`src/rtl/fetch_unit_if.sv`:
```
// Fetch-stage bus bundle: control inputs from decode, the instruction
// memory port, the IF/ID pipeline register and the performance counters.
// The master side is the fetch unit; the slave side is the environment
// (memory, decoder, hazard logic).
interface fetch_unit_if;
    logic        stall;
    logic        redirect_valid;
    logic [15:0] redirect_pc;
    logic        halt_req;
    logic        resume;
    logic [15:0] imem_addr;
    logic [15:0] imem_data;
    logic [15:0] ifid_instr;
    logic [15:0] ifid_pc;
    logic [15:0] ifid_pc_plus2;
    logic        ifid_valid;
    logic        halted;
    logic [15:0] fetch_count;
    logic [15:0] stall_count;

    modport master (
        input  stall, redirect_valid, redirect_pc, halt_req, resume, imem_data,
        output imem_addr, ifid_instr, ifid_pc, ifid_pc_plus2, ifid_valid,
               halted, fetch_count, stall_count
    );

    modport slave (
        output stall, redirect_valid, redirect_pc, halt_req, resume, imem_data,
        input  imem_addr, ifid_instr, ifid_pc, ifid_pc_plus2, ifid_valid,
               halted, fetch_count, stall_count
    );
endinterface

```
`src/rtl/fetch_unit.sv`:
```
// Instruction-fetch stage of the 16-bit RISC core.
// Owns the PC, addresses the instruction memory combinationally and latches
// the returned word into the IF/ID register. Control priority in RUN is
// redirect > halt_req > stall > advance.
// Optional performance counters are built only when FETCH_PERF_CNT_EN is
// defined; otherwise fetch_count/stall_count read as zero.
module fetch_unit #(
    parameter logic [15:0] RESET_PC = 16'h0000,
    parameter logic [15:0] PC_STEP  = 16'd2
) (
    input  logic         clk,
    input  logic         rst,
    fetch_unit_if.master bus
);
    typedef enum logic [1:0] {
        BOOT = 2'd0,
        RUN  = 2'd1,
        HALT = 2'd2
    } state_t;

    // PC is always halfword aligned, including the reset value.
    localparam logic [15:0] RESET_PC_ALIGNED = RESET_PC & 16'hFFFE;

    state_t      state_q, state_d;
    logic [15:0] pc_q, pc_d;
    logic [15:0] instr_q, instr_d;
    logic [15:0] ifid_pc_q, ifid_pc_d;
    logic [15:0] plus2_q, plus2_d;
    logic        valid_q, valid_d;
    logic        halted_q, halted_d;
    logic [15:0] target_pc;

    assign target_pc = bus.redirect_pc & 16'hFFFE;

    // Next-state and next-pipeline-register computation for the fetch FSM.
    always_comb begin
        state_d   = state_q;
        pc_d      = pc_q;
        instr_d   = instr_q;
        ifid_pc_d = ifid_pc_q;
        plus2_d   = plus2_q;
        valid_d   = valid_q;
        halted_d  = halted_q;
        case (state_q)
            BOOT: begin
                // One settling cycle: memory sees the reset PC, nothing issues.
                valid_d = 1'b0;
                state_d = RUN;
                if (bus.redirect_valid) begin
                    pc_d = target_pc;
                end
            end
            RUN: begin
                if (bus.redirect_valid) begin
                    // Drop the wrong-path word; stall is irrelevant here.
                    pc_d    = target_pc;
                    valid_d = 1'b0;
                end else if (bus.halt_req || !bus.stall) begin
                    // halt_req still issues the word currently being fetched.
                    instr_d   = bus.imem_data;
                    ifid_pc_d = pc_q;
                    plus2_d   = pc_q + 16'd2;
                    valid_d   = 1'b1;
                    pc_d      = pc_q + PC_STEP;
                    if (bus.halt_req) begin
                        state_d  = HALT;
                        halted_d = 1'b1;
                    end
                end
            end
            HALT: begin
                valid_d = 1'b0;
                if (bus.redirect_valid) begin
                    pc_d     = target_pc;
                    state_d  = RUN;
                    halted_d = 1'b0;
                end else if (bus.resume) begin
                    state_d  = RUN;
                    halted_d = 1'b0;
                end
            end
            default: begin
                state_d = BOOT;
            end
        endcase
    end

    // FSM state, PC and IF/ID register; reset overrides every control input.
    always_ff @(posedge clk) begin
        if (rst) begin
            state_q   <= BOOT;
            pc_q      <= RESET_PC_ALIGNED;
            instr_q   <= 16'h0000;
            ifid_pc_q <= 16'h0000;
            plus2_q   <= 16'h0000;
            valid_q   <= 1'b0;
            halted_q  <= 1'b0;
        end else begin
            state_q   <= state_d;
            pc_q      <= pc_d;
            instr_q   <= instr_d;
            ifid_pc_q <= ifid_pc_d;
            plus2_q   <= plus2_d;
            valid_q   <= valid_d;
            halted_q  <= halted_d;
        end
    end

    assign bus.imem_addr     = pc_q;
    assign bus.ifid_instr    = instr_q;
    assign bus.ifid_pc       = ifid_pc_q;
    assign bus.ifid_pc_plus2 = plus2_q;
    assign bus.ifid_valid    = valid_q;
    assign bus.halted        = halted_q;

`ifdef FETCH_PERF_CNT_EN
    logic [15:0] fetch_cnt_q, fetch_cnt_d;
    logic [15:0] stall_cnt_q, stall_cnt_d;
    logic        run_no_redirect;

    assign run_no_redirect = (state_q == RUN) && !bus.redirect_valid;

    // Count issued instructions and genuine stall cycles; both wrap freely.
    always_comb begin
        fetch_cnt_d = fetch_cnt_q;
        stall_cnt_d = stall_cnt_q;
        if (run_no_redirect && (bus.halt_req || !bus.stall)) begin
            fetch_cnt_d = fetch_cnt_q + 16'd1;
        end
        if (run_no_redirect && !bus.halt_req && bus.stall) begin
            stall_cnt_d = stall_cnt_q + 16'd1;
        end
    end

    // Counter registers.
    always_ff @(posedge clk) begin
        if (rst) begin
            fetch_cnt_q <= 16'h0000;
            stall_cnt_q <= 16'h0000;
        end else begin
            fetch_cnt_q <= fetch_cnt_d;
            stall_cnt_q <= stall_cnt_d;
        end
    end

    assign bus.fetch_count = fetch_cnt_q;
    assign bus.stall_count = stall_cnt_q;
`else
    assign bus.fetch_count = 16'h0000;
    assign bus.stall_count = 16'h0000;
`endif
endmodule

```
`src/flat_wrapper.sv`:
```
// flat-port wrapper written by rule: the top's interface ports become plain ports
module fetch_unit_flat 
#(
    parameter logic [15:0] RESET_PC = 16'h0000,
    parameter logic [15:0] PC_STEP  = 16'd2
)
  (clk, rst, bus_stall, bus_redirect_valid, bus_redirect_pc, bus_halt_req, bus_resume, bus_imem_data, bus_imem_addr, bus_ifid_instr, bus_ifid_pc, bus_ifid_pc_plus2, bus_ifid_valid, bus_halted, bus_fetch_count, bus_stall_count);
  fetch_unit_if bus_i ();
  input  logic clk;
  input  logic rst;
  input wire logic [$bits(bus_i.stall)-1:0] bus_stall;
  input wire logic [$bits(bus_i.redirect_valid)-1:0] bus_redirect_valid;
  input wire logic [$bits(bus_i.redirect_pc)-1:0] bus_redirect_pc;
  input wire logic [$bits(bus_i.halt_req)-1:0] bus_halt_req;
  input wire logic [$bits(bus_i.resume)-1:0] bus_resume;
  input wire logic [$bits(bus_i.imem_data)-1:0] bus_imem_data;
  output wire logic [$bits(bus_i.imem_addr)-1:0] bus_imem_addr;
  output wire logic [$bits(bus_i.ifid_instr)-1:0] bus_ifid_instr;
  output wire logic [$bits(bus_i.ifid_pc)-1:0] bus_ifid_pc;
  output wire logic [$bits(bus_i.ifid_pc_plus2)-1:0] bus_ifid_pc_plus2;
  output wire logic [$bits(bus_i.ifid_valid)-1:0] bus_ifid_valid;
  output wire logic [$bits(bus_i.halted)-1:0] bus_halted;
  output wire logic [$bits(bus_i.fetch_count)-1:0] bus_fetch_count;
  output wire logic [$bits(bus_i.stall_count)-1:0] bus_stall_count;
  assign bus_i.stall = bus_stall;
  assign bus_i.redirect_valid = bus_redirect_valid;
  assign bus_i.redirect_pc = bus_redirect_pc;
  assign bus_i.halt_req = bus_halt_req;
  assign bus_i.resume = bus_resume;
  assign bus_i.imem_data = bus_imem_data;
  assign bus_imem_addr = bus_i.imem_addr;
  assign bus_ifid_instr = bus_i.ifid_instr;
  assign bus_ifid_pc = bus_i.ifid_pc;
  assign bus_ifid_pc_plus2 = bus_i.ifid_pc_plus2;
  assign bus_ifid_valid = bus_i.ifid_valid;
  assign bus_halted = bus_i.halted;
  assign bus_fetch_count = bus_i.fetch_count;
  assign bus_stall_count = bus_i.stall_count;
  fetch_unit #(.RESET_PC(RESET_PC), .PC_STEP(PC_STEP)) u_core (.clk(clk), .rst(rst), .bus(bus_i));
endmodule
```
`config.mk`:
```
export PLATFORM = sky130hd
export DESIGN_NAME = fetch_unit_flat
export DESIGN_NICKNAME = d
export VERILOG_FILES = /design/src/rtl/fetch_unit_if.sv /design/src/rtl/fetch_unit.sv /design/src/flat_wrapper.sv
export SDC_FILE = /design/constraint.sdc
export NUM_CORES = 1
export LEC_CHECK = 0
export CAP_MARGIN = 10
export CORE_UTILIZATION = 40
export CTS_CLUSTER_DIAMETER = 40
export DETAILED_ROUTE_END_ITERATION = 7
export DONT_BUFFER_PORTS = 1
export GPL_TIMING_DRIVEN = 0
export SLEW_MARGIN = 20
export SYNTH_ARGS = -nofsm -noshare
export SYNTH_HDL_FRONTEND = slang
export SYNTH_SLANG_ARGS = --single-unit
```
`constraint.sdc`:
```
create_clock -name clk -period 1.7 [get_ports clk]
set_clock_uncertainty 0.05 [all_clocks]
set_input_delay 0.34 -clock clk [delete_from_list [all_inputs] [get_ports clk]]
set_output_delay 0.34 -clock clk [all_outputs]
set_load 0.1 [all_outputs]
```
==> results of run 1 <==
==> logic make-up (layout without fill, tap and decap cells) <==
group | count (synthesis) | in the layout | share of synthesized area, %
xor+xnor | 10 | 10 | 2.705
compound gates | 89 | 89 | 18.39
other cells | 1 | 35 | 0.1158
buf+inv | 73 | 124 | 14.06
simple gates | 149 | 149 | 22.57
flops | 65 | 65 | 40.19
fa+ha+maj | 1 | 1 | 0.3863
mux | 5 | 5 | 1.584
==> worst max-delay path, delay by kind of cell (launching register included) <==
kind	cells	cell delay (ns)
AOI/OAI and AO/OA	1	0.06
adders and majority gates	1	0.22
DFF	1	0.61
muxes	1	0.29
and+or+nand+nor	2	0.42
==> metal layers <==
metal  up-vias  GRT usage [%]  wire [um]
li1       1449              -          -
met2       154          35.07       4425
met4         0          8.854        193
met5         -              0          0
met3        23          8.706       1084
met1      1391          28.09       4053
==> where the power goes <==
group | internal (mW) | switching [mW]
sequential | 1.63 | 0.733
clock | 0.780 | 0.680
combinational | 0.327 | 0.678
==> layout by cell type (no fill, tap or decap), drive strengths merged, types with 3 or more instances in the layout <==
cell	count
inv	11
mux2i	4
a211oi	17
and3	5
xnor2	5
nor2	19
a21oi	42
nand3	6
clkbuf	19
nand4	10
buf	91
dfxtp	65
nor4	6
conb	35
nor2b	3
o21ai	12
xor2	5
nand2	81
nor3	9
==> sequential cells by signal (all words and copies together) (netlist names) <==
name                      count
u_core.bus.halted             1
u_core.bus.ifid_instr        16
u_core.bus.ifid_pc           15
u_core.bus.ifid_pc_plus2     15
u_core.bus.ifid_valid         1
u_core.bus.imem_addr         15
u_core.state_q                2
==> cell type report <==
cell class / instances / area [sq um] / share of cell area [%]
multi-input combinational: 289 / 1789 / 41.01
sequential: 65 / 1415 / 32.43
buffer: 65 / 496.7 / 11.39
timing repair buffer: 35 / 287.8 / 6.596
clock buffer: 10 / 148.9 / 3.413
tap: 102 / 127.6 / 2.925
clock inverter: 6 / 66.31 / 1.520
inverter: 8 / 31.28 / 0.7169
==> worst paths after layout <==
kind	startpoint	end	slack, ns	cells past startpoint
worst max-delay path	u_core.bus.imem_addr[1]$_SDFFE_PP0P_	u_core.bus.imem_addr[15]$_SDFFE_PP0P_	-0.09	5
worst min-delay path	bus_imem_data[6]	u_core.bus.ifid_instr[6]$_SDFFE_PP0P_	0.06	2
worst max register to register	u_core.bus.imem_addr[1]$_SDFFE_PP0P_	u_core.bus.imem_addr[15]$_SDFFE_PP0P_	-0.09	5
worst min register to register	u_core.state_q[0]$_SDFFE_PP0P_	u_core.bus.ifid_valid$_SDFFE_PP0P_	0.56	3
==> stage by stage <==
stage / instances / total power [mW]
6_report: 580 / 4.824
2_1_floorplan: 427 / 3.089
4_1_cts: 563 / 4.756
3_5_place_dp: 529 / 3.227
5_1_grt: 580 / 4.978
3_3_place_gp: 529 / 3.219
==> Yosys cell counts, types with 2 or more instances <==
cell type / instances
o22ai_1: 2
a211o_1: 2
a211oi_1: 10
clkinv_1: 2
buf_2: 15
a211oi_2: 6
dfxtp_1: 65
xnor2_1: 5
nor3_1: 8
nand3_2: 2
nor2_1: 19
xor2_1: 5
nor2b_1: 3
or4_1: 2
nand4_1: 9
nand2b_1: 2
buf_4: 41
a21o_1: 2
nand3_1: 4
nor4_2: 3
mux2i_1: 4
and3_1: 5
inv_1: 6
a21oi_1: 42
and4_1: 2
nor4_1: 3
nand2_1: 81
clkbuf_1: 6
o21ai_0: 12
==> repair_timing <==
action | in CTS | in global routing
endpoints found under the setup margin | 98 | 28
gates cloned | 0 | 1
pin swaps | 18 | 16
gates resized for setup | 75 | 32
setup buffers | 18 | 16
==> metrics.yaml, run 1 <==
die_h_um: 91.98
dieArea_sq_um: 8459
final_util_pct: 56.17
place.gp.congestion: 0.8699
antenna_found_initial: 0
first_iter_violations: 180
cts_sinks: 65
worstSetupEndpointType: "flop"
postRouteAntennaNets: 0
violations: "negative setup slack"
ys_warn_count: 0
final_nets: 512
path_cells: "ha_4, nand4_4, nor4_4, mux2i_2, a211oi_1"
syn_inst: 393
cellPowerDensity_nw_per_um2: 1106
p_leak_nw: 1.791
wl_mm: 9.757
finalHoldViolations: 0
fmax_mhz: 557.1
fin_setup_tns_ns: -0.6886
tightest_slew_ns: 0.7256
antennaDiodeCount: 0
cts_hold_buffers: 0
drive_gt1_share_pct: 44.35
rsz0062_at_grt: "yes"
setup-violations-final: 13
post_dp_cell_area_sq_um: 3583
finalCritPeriodShare_pct: 105.6
first_global_vias: 2805
status: "finished with violations"
path_clk_slew_ns: 0.08
synth_top_cell_area_share_pct: 40.19
relSlewSlack_pct: 51.63
clk_latency_ns: 0.35
cpPeakStageDelay_ns: 0.61
wl_per_cell_um: 16.82
nFillCells: 740
syn_avg_cell_area_sq_um: 8.239
async_reset_ff_share_pct: 0
track_usage_pct: 22.59
drc: 0
dr.pass1.iters: 5
holdWs_ns: 0.05901
peakVddDrop_uv: 566.1
start_util_pct: 41.69
clockBufferDepth: 2
synth-seq-area-share_pct: 40.19
final_max_slew_viol_count: 0
ys_seq_elements: 65
synth-edff-count: 0
htreeDepth: 3
cts-root-buf: "clkbuf_8"
rows: 32
via_count: 3017
place_ws_ns: -0.2522
arrival_ns: 1.95
crit_path_top_delay_cell: "dfxtp_4"
grt_max_degree: 14
grt_pass1_wl_mm: 14.68
synth_top_flop_cell: "dfxtp_1"
final_cell_area_sq_um: 4363
yosysTopAreaCell: "dfxtp_1"
io_pins: 136
post_drt_via_cell_ratio: 5.202
critPathMaxFanout: 8
fin_ws_ns: -0.09497
overflow: 0
cap_violations: 0
core_area_sq_um: 7767
io_buffers: 0
worst_ep_required_time_ns: 1.85
hp-class: "in -> reg"
syn_area_sq_um: 3238
dp.final_hpwl_mm: 6.565
syn2layout_area_growth_pct: 34.74
ys_top_cells_by_area: "dfxtp_1 40%, buf_4 9.5%, nand2_1 9.4%"
period_needed_ns: 1.795
ys_types: 54
critPathKind: "reg -> reg"
fp.dieW_um: 91.98
cts_tree: "built"
numCtsBuffers: 9
start_kind: "flop"
Note: power is estimated with default switching activity, not from simulation.
==> run 2, diff against run 1 <==
Settings changed: PLACE_DENSITY set to 0.55, SLEW_MARGIN 20 to 40.
==> metrics.yaml, run 2 (synthesis results as in run 1) <==
largest_reg_flops: 16  # unchanged
antennaDiodeCount: 0  # unchanged
fp.dieW_um: 91.98  # unchanged
dr.pass1.iters: 4  # -1
startpoint: "u_core.bus.imem_addr[1]$_SDFFE_PP0P_"
final_cell_area_sq_um: 4136  # -5.2%
cap_violations: 0  # unchanged
final_max_slew_viol_count: 0  # unchanged
dp_cells: 529  # unchanged
first_iter_violations: 134  # -26%
final_util_pct: 53.25  # -2.9 points
htreeDepth: 3  # unchanged
die_h_um: 91.98  # unchanged
rsz0062_at_grt: "yes"
cts_tree: "built"
start_util_pct: 41.69  # unchanged
p_leak_nw: 1.649  # -8.0%
r2r-start: "u_core.bus.imem_addr[1]$_SDFFE_PP0P_"
period_needed_ns: 1.790  # -0.005167 ns
relSlewSlack_pct: 50.59  # -1.0 points
antenna_found_initial: 0  # unchanged
worst_ep_required_time_ns: 1.85  # about the same
clk_latency_ns: 0.35  # about the same
final_cell_mix: "79 x nand2_1, 58 x buf_4, 49 x dfxtp_2"
power_frac_comb_pct: 21.2  # +0.4 points
post_dp_cell_area_sq_um: 3645  # +1.7%
dp.final_hpwl_mm: 6.466  # -1.5%
violations: "negative setup slack"
wl_per_cell_um: 16.38  # -2.7%
finalHoldViolations: 0  # unchanged
via_count: 2868  # -4.9%
switching_share_pct: 44.91  # +1.6 points
path_clk_slew_ns: 0.08  # about the same
clockBufferDepth: 2  # unchanged
layout_commonest_cell: "nand2_1"
nFillCells: 759  # +2.6%
status: "finished with violations"
wl_mm: 9.285  # -4.8%
setup-violations-final: 11  # -2
place.gp.congestion: 0.8603  # -1.1%
fin_ws_ns: -0.08981  # +0.005167 ns
drc: 0  # unchanged
instances_no_fill: 567  # -2.2%
p_seq_share_pct: 53.3  # +4.4 points
worstSetupEndpointType: "flop"
core_area_sq_um: 7767  # unchanged
dieArea_sq_um: 8459  # unchanged
rows: 32  # unchanged
p_clk_share_pct: 25.5  # -4.7 points
p_switching_mw: 1.986  # -5.0%
postRouteAntennaNets: 0  # unchanged
hp-class: "in -> reg"
drive_gt1_share_pct: 40.65  # -3.7 points
cellPowerDensity_nw_per_um2: 1069  # -3.3%
start_kind: "flop"
overflow: 0  # unchanged
grt_pass1_wl_mm: 13.92  # -5.2%
tightest_slew_ns: 0.7411  # +0.01550 ns
finalCritPeriodShare_pct: 105.3  # -0.30 points
fmax_mhz: 558.7  # +0.29%
syn2layout_area_growth_pct: 27.74
arrival_ns: 1.94  # about the same
final_nets: 499  # -2.5%
critPathKind: "reg -> reg"
cts-root-buf: "clkbuf_8"
p_int_mw: 2.437  # -11%
numCtsBuffers: 9  # unchanged
post_drt_via_cell_ratio: 5.058  # -2.8%
cts_sinks: 65  # unchanged
grt_max_degree: 12  # -2
io_pins: 136  # unchanged
track_usage_pct: 21.59  # -0.99 points
critPathMaxFanout: 8  # unchanged
peakVddDrop_uv: 532.9  # -5.9%
io_buffers: 0  # unchanged
total_power_mw: 4.423  # -8.3%
hold_path.startpoint: "bus_imem_data[15]"
first_global_vias: 2652  # -5.5%
-- run 2: metal layers --
layer  share of wire (%)  track usage [%]  vias up  wire, um
met5                   0                0        -         0
met4                 1.2            7.031        0       114
met3                  11            8.706       12      1054
met2                  47            33.77      120      4366
met1                  40            26.99     1300      3750
li1                    -                -     1436         -
-- run 2: per-stage QoR --
step,TNS [ns],hold slack [ns],worst slack [ns]
5_1_grt,-1.706,0.04836,-0.1676
4_1_cts,-0.5780,0.05103,-0.08060
3_3_place_gp,-3.876,0.4286,-0.2271
6_report,-0.4758,0.05696,-0.08981
2_1_floorplan,-0.004341,0.4260,-0.004341
3_5_place_dp,-4.062,0.4266,-0.2149
-- run 2: power by group through the flow --
stage               clock [mW]  combinational (mW)  sequential, mW
floorplan                    0               0.747            2.34
global placement             0               0.841            2.38
detailed placement           0               0.842            2.39
CTS                       1.15               0.897            2.36
global route              1.21               0.994            2.37
finish                    1.13               0.938            2.36
-- run 2: area by class of cell --
class,count,area [sq um],area share [%]
clock inverters,6,33.78,0.8167
inverters,8,33.78,0.8167
clock buffers,10,127.6,3.085
repair buffers,22,185.2,4.477
plain buffers,65,486.7,11.77
well taps,102,127.6,3.085
multi-input cells,289,1727,41.74
flip-flops and latches,65,1415,34.21
-- run 2: repair_timing --
action / in CTS / in global routing
pin swaps: 9 / 17
hold buffers: 0 / 0
endpoints found under the setup margin: 41 / 52
endpoints found under the hold margin: 0 / 0
resized for setup: 17 / 22
setup buffers: 13 / 9
-- run 2: final timing paths --
path / end / slack [ns] / depth (start not counted)
worst max-delay path: u_core.bus.ifid_pc_plus2[15]$_SDFFE_PP0P_ / -0.09 / 5
worst min-delay path: u_core.bus.ifid_instr[15]$_SDFFE_PP0P_ / 0.06 / 2
worst max register to register: u_core.bus.ifid_pc_plus2[15]$_SDFFE_PP0P_ / -0.09 / 5
worst min register to register: u_core.bus.ifid_valid$_SDFFE_PP0P_ / 0.56 / 3
-- run 2: critical path: stages (launching register included) --
cell and delay (ns):
dfxtp_4 0.60, ha_4 0.23, nand4_4 0.10, nor4_4 0.31, mux2i_1 0.29, nor3_1 0.08
